$ cat config.mk
export PLATFORM = sky130hd
export DESIGN_NAME = pcs_10g_dec_64b66b
export DESIGN_NICKNAME = d
export VERILOG_FILES = /design/src/rtl/pcs_10g_dec_64b66b.sv
export SDC_FILE = /design/constraint.sdc
export NUM_CORES = 1
export LEC_CHECK = 0
export BUFFER_PORTS_ARGS = -buffer_cell sky130_fd_sc_hd__buf_2
export CAP_MARGIN = 30
export CORE_ASPECT_RATIO = 0.9
export CORE_MARGIN = 1
export CORE_UTILIZATION = 35
export CTS_BUF_LIST = sky130_fd_sc_hd__clkbuf_4 sky130_fd_sc_hd__clkbuf_8 sky130_fd_sc_hd__clkbuf_16
export DETAILED_ROUTE_END_ITERATION = 12
export GPL_ROUTABILITY_DRIVEN = 0
export HOLD_SLACK_MARGIN = 0.15
export PLACE_DENSITY = 0.56
export SLEW_MARGIN = 20
export SYNTH_ARGS = -nofsm -noshare
export SYNTH_HDL_FRONTEND = slang
export SYNTH_SLANG_ARGS = --single-unit
$ cat constraint.sdc
create_clock -name clk -period 3.8 [get_ports clk]
set_input_delay 0.76 -clock clk [delete_from_list [all_inputs] [get_ports clk]]
set_output_delay 0.76 -clock clk [all_outputs]
set_load 0.01 [all_outputs]
$ cat src/rtl/pcs_10g_dec_64b66b.sv
// ---------------------------------------------------------------------------
// pcs_10g_dec_64b66b
//
// Receive-side 64B/66B decoder for a 10GBASE-R PCS. Each descrambled 66-bit
// block is classified as Control, Start, Data, Terminate or Error. A receive
// sequence FSM then checks that the blocks arrive in a legal order. The block
// is turned into one registered XGMII word (8 lanes of RXD plus RXC). Illegal
// blocks and illegal sequences are replaced by eight /E/ characters, and each
// replacement is counted in a saturating error counter.
//
// Parameters
//   ERR_CNT_WIDTH   width of the saturating decode-error counter
//
// Ports
//   clk             PCS clock; all logic runs on the rising edge
//   rst             synchronous, active-high reset
//   rx_block        [65:64] sync header, [63:56] block type for control blocks
//   rx_block_valid  rx_block carries a new block this cycle
//   block_lock      block-sync lock indication from the block-sync stage
//   xgmii_rxd       decoded lanes, lane k = [8k+7:8k], lane 0 first on the wire
//   xgmii_rxc       bit k set = lane k holds a control character
//   xgmii_rx_valid  xgmii_rxd/xgmii_rxc were updated this cycle
//   decode_error    the word output this cycle was forced to /E/
//   err_count       saturating count of decode_error pulses
// ---------------------------------------------------------------------------
module pcs_10g_dec_64b66b #(
   parameter int ERR_CNT_WIDTH = 16
) (
   input  logic                     clk,
   input  logic                     rst,
   input  logic [65:0]              rx_block,
   input  logic                     rx_block_valid,
   input  logic                     block_lock,
   output logic [63:0]              xgmii_rxd,
   output logic [7:0]               xgmii_rxc,
   output logic                     xgmii_rx_valid,
   output logic                     decode_error,
   output logic [ERR_CNT_WIDTH-1:0] err_count
);

   localparam logic [1:0]  SYNC_DATA = 2'b01;
   localparam logic [1:0]  SYNC_CTRL = 2'b10;

   localparam logic [7:0]  TYPE_IDLE = 8'h1E;
   localparam logic [7:0]  TYPE_S0   = 8'h78;
   localparam logic [7:0]  TYPE_S4   = 8'h33;

   localparam logic [7:0]  CHAR_IDLE  = 8'h07;
   localparam logic [7:0]  CHAR_START = 8'hFB;
   localparam logic [7:0]  CHAR_TERM  = 8'hFD;
   localparam logic [7:0]  CHAR_ERROR = 8'hFE;

   localparam logic [63:0] IDLE_RXD   = 64'h0707070707070707;
   localparam logic [63:0] ERROR_RXD  = 64'hFEFEFEFEFEFEFEFE;
   localparam logic [63:0] LF_RXD     = 64'h0100009C0100009C;
   localparam logic [7:0]  LF_RXC     = 8'h11;

   typedef enum logic [2:0] {
      RX_INIT,
      RX_C,
      RX_D,
      RX_T,
      RX_E
   } rxState_e;

   typedef enum logic [2:0] {
      BLK_C,
      BLK_S,
      BLK_D,
      BLK_T,
      BLK_E
   } blkClass_e;

   rxState_e                 state_q, state_d;
   logic [63:0]              rxd_q, rxd_d;
   logic [7:0]               rxc_q, rxc_d;
   logic                     rxValid_q, rxValid_d;
   logic                     decErr_q, decErr_d;
   logic [ERR_CNT_WIDTH-1:0] errCnt_q, errCnt_d;

   blkClass_e   blkClass;
   logic [63:0] blkRxd;
   logic [7:0]  blkRxc;
   logic [63:0] ctrlRxd;
   logic        ctrlOk;
   logic [63:0] termRxd;
   logic [7:0]  termRxc;
   logic [2:0]  termLane;
   logic        isTerm;

   // Pre-decode all-control blocks. There are eight 7-bit control codes that
   // sit back to back in the low 56 bits. Only idle (00) and error (1E) are
   // accepted here. Any other code marks the whole block as an error block.
   always_comb begin
      ctrlRxd = IDLE_RXD;
      ctrlOk  = 1'b1;
      for (int k = 0; k < 8; k++) begin
         case (rx_block[7*k +: 7])
            7'h00: ctrlRxd[8*k +: 8] = CHAR_IDLE;
            7'h1E: ctrlRxd[8*k +: 8] = CHAR_ERROR;
            default: begin
               ctrlRxd[8*k +: 8] = CHAR_ERROR;
               ctrlOk            = 1'b0;
            end
         endcase
      end
   end

   // Terminate blocks. The block type gives the lane n that holds /T/. Lanes
   // below n carry data bytes taken from the bottom of the payload. Lanes
   // above n are idles. RXC is set from lane n upward.
   always_comb begin
      isTerm   = 1'b1;
      termLane = 3'd0;
      case (rx_block[63:56])
         8'h87:   termLane = 3'd0;
         8'h99:   termLane = 3'd1;
         8'hAA:   termLane = 3'd2;
         8'hB4:   termLane = 3'd3;
         8'hCC:   termLane = 3'd4;
         8'hD2:   termLane = 3'd5;
         8'hE1:   termLane = 3'd6;
         8'hFF:   termLane = 3'd7;
         default: isTerm   = 1'b0;
      endcase
      termRxd = IDLE_RXD;
      termRxc = 8'hFF;
      for (int k = 0; k < 8; k++) begin
         if (3'(k) < termLane) begin
            termRxd[8*k +: 8] = rx_block[8*k +: 8];
            termRxc[k]        = 1'b0;
         end else if (3'(k) == termLane) begin
            termRxd[8*k +: 8] = CHAR_TERM;
         end
      end
   end

   // Classify the incoming block and produce the XGMII word it would decode
   // to. The FSM decides later whether that word is used or replaced by /E/.
   always_comb begin
      blkClass = BLK_E;
      blkRxd   = ERROR_RXD;
      blkRxc   = 8'hFF;
      if (rx_block[65:64] == SYNC_DATA) begin
         blkClass = BLK_D;
         blkRxd   = rx_block[63:0];
         blkRxc   = 8'h00;
      end else if (rx_block[65:64] == SYNC_CTRL) begin
         case (rx_block[63:56])
            TYPE_IDLE: begin
               if (ctrlOk) begin
                  blkClass = BLK_C;
                  blkRxd   = ctrlRxd;
                  blkRxc   = 8'hFF;
               end
            end
            TYPE_S0: begin
               blkClass = BLK_S;
               blkRxd   = {rx_block[55:0], CHAR_START};
               blkRxc   = 8'h01;
            end
            TYPE_S4: begin
               blkClass = BLK_S;
               blkRxd   = {rx_block[55:32], CHAR_START, {4{CHAR_IDLE}}};
               blkRxc   = 8'h1F;
            end
            default: begin
               if (isTerm) begin
                  blkClass = BLK_T;
                  blkRxd   = termRxd;
                  blkRxc   = termRxc;
               end
            end
         endcase
      end
   end

   // Receive sequence FSM, next state and next outputs. Loss of block lock
   // wins over everything else. It sends the FSM back to RX_INIT and outputs
   // Local Fault. With lock held, the FSM only moves on valid blocks. Any
   // transition into RX_E, including RX_E to RX_E, puts /E/ on the output and
   // counts an error.
   always_comb begin
      state_d   = state_q;
      rxd_d     = rxd_q;
      rxc_d     = rxc_q;
      rxValid_d = 1'b0;
      decErr_d  = 1'b0;
      errCnt_d  = errCnt_q;
      if (!block_lock) begin
         state_d   = RX_INIT;
         rxd_d     = LF_RXD;
         rxc_d     = LF_RXC;
         rxValid_d = 1'b1;
      end else if (rx_block_valid) begin
         rxValid_d = 1'b1;
         case (state_q)
            RX_INIT, RX_C, RX_T: begin
               case (blkClass)
                  BLK_C:   state_d = RX_C;
                  BLK_S:   state_d = RX_D;
                  default: state_d = RX_E;
               endcase
            end
            RX_D: begin
               case (blkClass)
                  BLK_D:   state_d = RX_D;
                  BLK_T:   state_d = RX_T;
                  default: state_d = RX_E;
               endcase
            end
            RX_E: begin
               case (blkClass)
                  BLK_C:   state_d = RX_C;
                  BLK_S:   state_d = RX_D;
                  BLK_D:   state_d = RX_D;
                  BLK_T:   state_d = RX_T;
                  default: state_d = RX_E;
               endcase
            end
            default: state_d = RX_E;
         endcase
         if (state_d == RX_E) begin
            rxd_d    = ERROR_RXD;
            rxc_d    = 8'hFF;
            decErr_d = 1'b1;
            if (errCnt_q != {ERR_CNT_WIDTH{1'b1}}) begin
               errCnt_d = errCnt_q + 1'b1;
            end
         end else begin
            rxd_d = blkRxd;
            rxc_d = blkRxc;
         end
      end
   end

   // State and output registers. Reset puts idles on XGMII with valid low,
   // clears the error counter and sends the FSM back to RX_INIT.
   always_ff @(posedge clk) begin
      if (rst) begin
         state_q   <= RX_INIT;
         rxd_q     <= IDLE_RXD;
         rxc_q     <= 8'hFF;
         rxValid_q <= 1'b0;
         decErr_q  <= 1'b0;
         errCnt_q  <= '0;
      end else begin
         state_q   <= state_d;
         rxd_q     <= rxd_d;
         rxc_q     <= rxc_d;
         rxValid_q <= rxValid_d;
         decErr_q  <= decErr_d;
         errCnt_q  <= errCnt_d;
      end
   end

   assign xgmii_rxd      = rxd_q;
   assign xgmii_rxc      = rxc_q;
   assign xgmii_rx_valid = rxValid_q;
   assign decode_error   = decErr_q;
   assign err_count      = errCnt_q;

endmodule

==> flow_metrics.py <==
metrics = {
    "timing": {
        "layout_min_cycle_time_ps": 3187,
        "fmax_mhz": 313.8,
        "hold_viol": 0,
        "finalCritPeriodShare_pct": 83.86,
        "drv_slew": 0,
        "rsz0062_at_grt": "no",
        "skew_ps": 8.410,
        "setup_viol": 0,
        "slew_headroom_pct": 52.95,
        "fin_setup_tns_ps": 0,
        "worstMarginPinSlew_ps": 703.2,
    },
    "clock_network": {
        "htreeDepth": 3,
        "cts-root-buf": "clkbuf_16",
        "cts_sinks": 93,
        "ctsResizeCount": 0,
        "clk_pin_slew_ps": 70,
        "numCtsBuffers": 9,
        "postCtsHoldBufs": 0,
        "cts_tree": "built",
        "cts_setup_buffers": 0,
        "cts_buffer_depth": 2,
        "clk_latency_ps": 360,
    },
    "synthesis": {
        "synthFlopType": "dfxtp_1",
        "syn_inst": 760,
        "synth_most_common_cell": "dfxtp_1",
        "ys_ff_latch": 93,
        "netlist-cell-type-count": 69,
        "yosysWarnings": 0,
        "synthTopCellsByArea": "dfxtp_1 32%, a21oi_1 7.0%, o21ai_0 6.3%",
        "yosysTopAreaCell": "dfxtp_1",
        "ys_async_sr_fraction_pct": 0,
        "syn_nets": 831,
        "synth_area_um2": 5757,
        "synth_top_cells_by_count": "93 x dfxtp_1, 89 x nand2_1, 81 x a21oi_1, 73 x o21ai_0, 47 x nor2_1",
        "postSynthAreaPerCell_um2": 7.575,
        "synth_top_cell_area_share_pct": 32.34,
        "ys_seq_area_share_pct": 32.34,
        "synth_edf_count": 0,
    },
    "layout": {
        "diodes": 0,
        "syn2layout_area_growth_pct": 22.21,
        "fin_nets": 968,
        "stdcell_count": 1108,
        "drive_gt1_share_pct": 25.86,
    },
    "floorplanning": {
        "core-area_um2": 16130,
        "ios": 160,
        "initial_core_util_pct": 35.69,
        "die_h_um": 123.7,
        "num_rows": 44,
        "fp.dieW_um": 137.2,
        "dieArea_um2": 16970,
    },
    "drt": {
        "first_pass_iters": 5,
        "wl_per_cell_um": 20.48,
        "wl_mm": 22.69,
        "vias_per_cell": 6.081,
        "drc": 0,
        "antenna_left": 0,
        "first_iter_violations": 569,
        "vias": 6738,
    },
    "worst_hold_path": {
        "worstHoldPathType": "reg -> reg",
        "whs_path_depth": 1,
    },
    "place": {
        "dpl.hpwl_mm": 17.20,
        "dp_cells": 1093,
        "io_buffers": 159,
    },
    "global_routing": {
        "antenna_found_initial": 0,
        "grt_max_degree": 59,
        "grt_pass1_vias": 5964,
        "gr-total-overflow": 0,
        "grt_usage_pct": 27.12,
        "grt_pass1_wl_mm": 34.31,
    },
    "worst_setup_path": {
        "slowest_stage": "or3_1",
        "critPathLaunchType": "primary input",
        "cp_max_fo": 21,
        "crit_chain": "buf_2 -> nor4bb_1 -> o21ai_2 -> a41o_1 -> a221oi_2 -> or3_1 -> nor4_1 -> mux2_1",
        "crit_path_end_kind": "flop",
        "path_class": "in -> reg",
        "timing.critical_path.slowest_cell_delay_ps": 610,
        "r2r_cells": 8,
        "worst_ep_required_time_ps": 4040,
        "worstPathArrival_ps": 3430,
    },
    "power_and_ir_drop": {
        "powerDensity_nw_per_um2": 339.9,
        "p_leak_nw": 2.761,
        "power_mw": 2.391,
        "ir_worst_vdd_uv": 221.6,
    },
    "status": {
        "status": "completed",
    },
    "run": {
        "max_cap_violations": 0,
    },
}
power breakdown:
part	internal [mW]	switching, mW	total (mW)	leakage, nW
Sequential	1.03	0.0282	1.05	0.768
Combinational	0.149	0.262	0.411	1.86
Clock	0.517	0.411	0.927	0.135
Total	1.69	0.701	2.39	2.76
cells by family after synthesis:
family	count (synthesis)	share of synthesized area, %
simple gates	306	28.32
buf+inv	63	4.781
mux	6	1.152
xor+xnor	1	0.1522
compound gates	290	33.04
flops	93	32.34
fa+ha+maj	1	0.2173
cell type report:
class,instances,area [um2]
Clock inverter,5,61.31
Sequential cell,93,1862
Multi-Input combinational cell,604,3622
Timing Repair Buffer,183,975.9
Fill cell,1699,9095
Clock buffer,10,232.7
Inverter,6,22.52
Tap cell,207,259.0
final timing paths:
check,from,to,slack [ps]
max,rx_block[61],err_count[13]$_SDFFE_PP0P_,610
min,xgmii_rxd[20]$_SDFFE_PP0P_,xgmii_rxd[20]$_SDFFE_PP0P_,460
max reg2reg,state_q[1]$_SDFFE_PP0P_,err_count[4]$_SDFFE_PP0P_,1210
min reg2reg,xgmii_rxd[20]$_SDFFE_PP0P_,xgmii_rxd[20]$_SDFFE_PP0P_,460
state kept, by name (all words and copies together) (netlist names):
register        cells
decode_error        1
err_count          16
state_q             3
xgmii_rx_valid      1
xgmii_rxc           8
xgmii_rxd          64
critical path, delay by kind of cell:
kind                   cells  cell delay [ps]
buffers and inverters      1              260
multiplexers               1              330
AND/OR/NAND/NOR            3             1230
AO/OA/AOI/OAI              3              850
per-stage QoR:
| stage | cell area, um2 | worst slack, ps | util [%] | hold WS (ps) |
|---|---|---|---|---|
| finish | 7036 | 613.4 | 43.62 | 460.4 |
| global route | 7036 | 458.6 | 43.62 | 482.7 |
| CTS | 7036 | 677.0 | 43.62 | 465.3 |
| detailed placement | 6741 | 295.4 | 41.79 | 448.3 |
| global placement | 6741 | 367.4 | 41.79 | 448.7 |
| floorplan | 5757 | 869.4 | - | 479.7 |
layout by cell type (no fill, tap or decap), drive strengths merged, types with 9 or more instances in the layout:
master	synthesis	layout
buf	20	183
dfxtp	93	93
nand2	89	89
a21oi	81	81
o21ai	81	81
nor2	47	47
nand3	27	27
nand4	25	25
a31oi	18	18
nor2b	18	18
or4	17	17
nor3	15	15
o221a	14	14
nor4	12	12
or3	12	12
o211ai	12	12
and2	11	11
o31ai	10	10
clkbuf	37	10
nand2b	9	9
per-layer routing:
metal	GRT usage, %	part of all wire [%]	routed length [um]
met1	39.28	46	10440
met2	39.02	41	9345
met3	6.675	10	2333
met4	8.310	2.5	568
met5	0	0	0
Note: power is estimated with default switching activity, not from simulation.
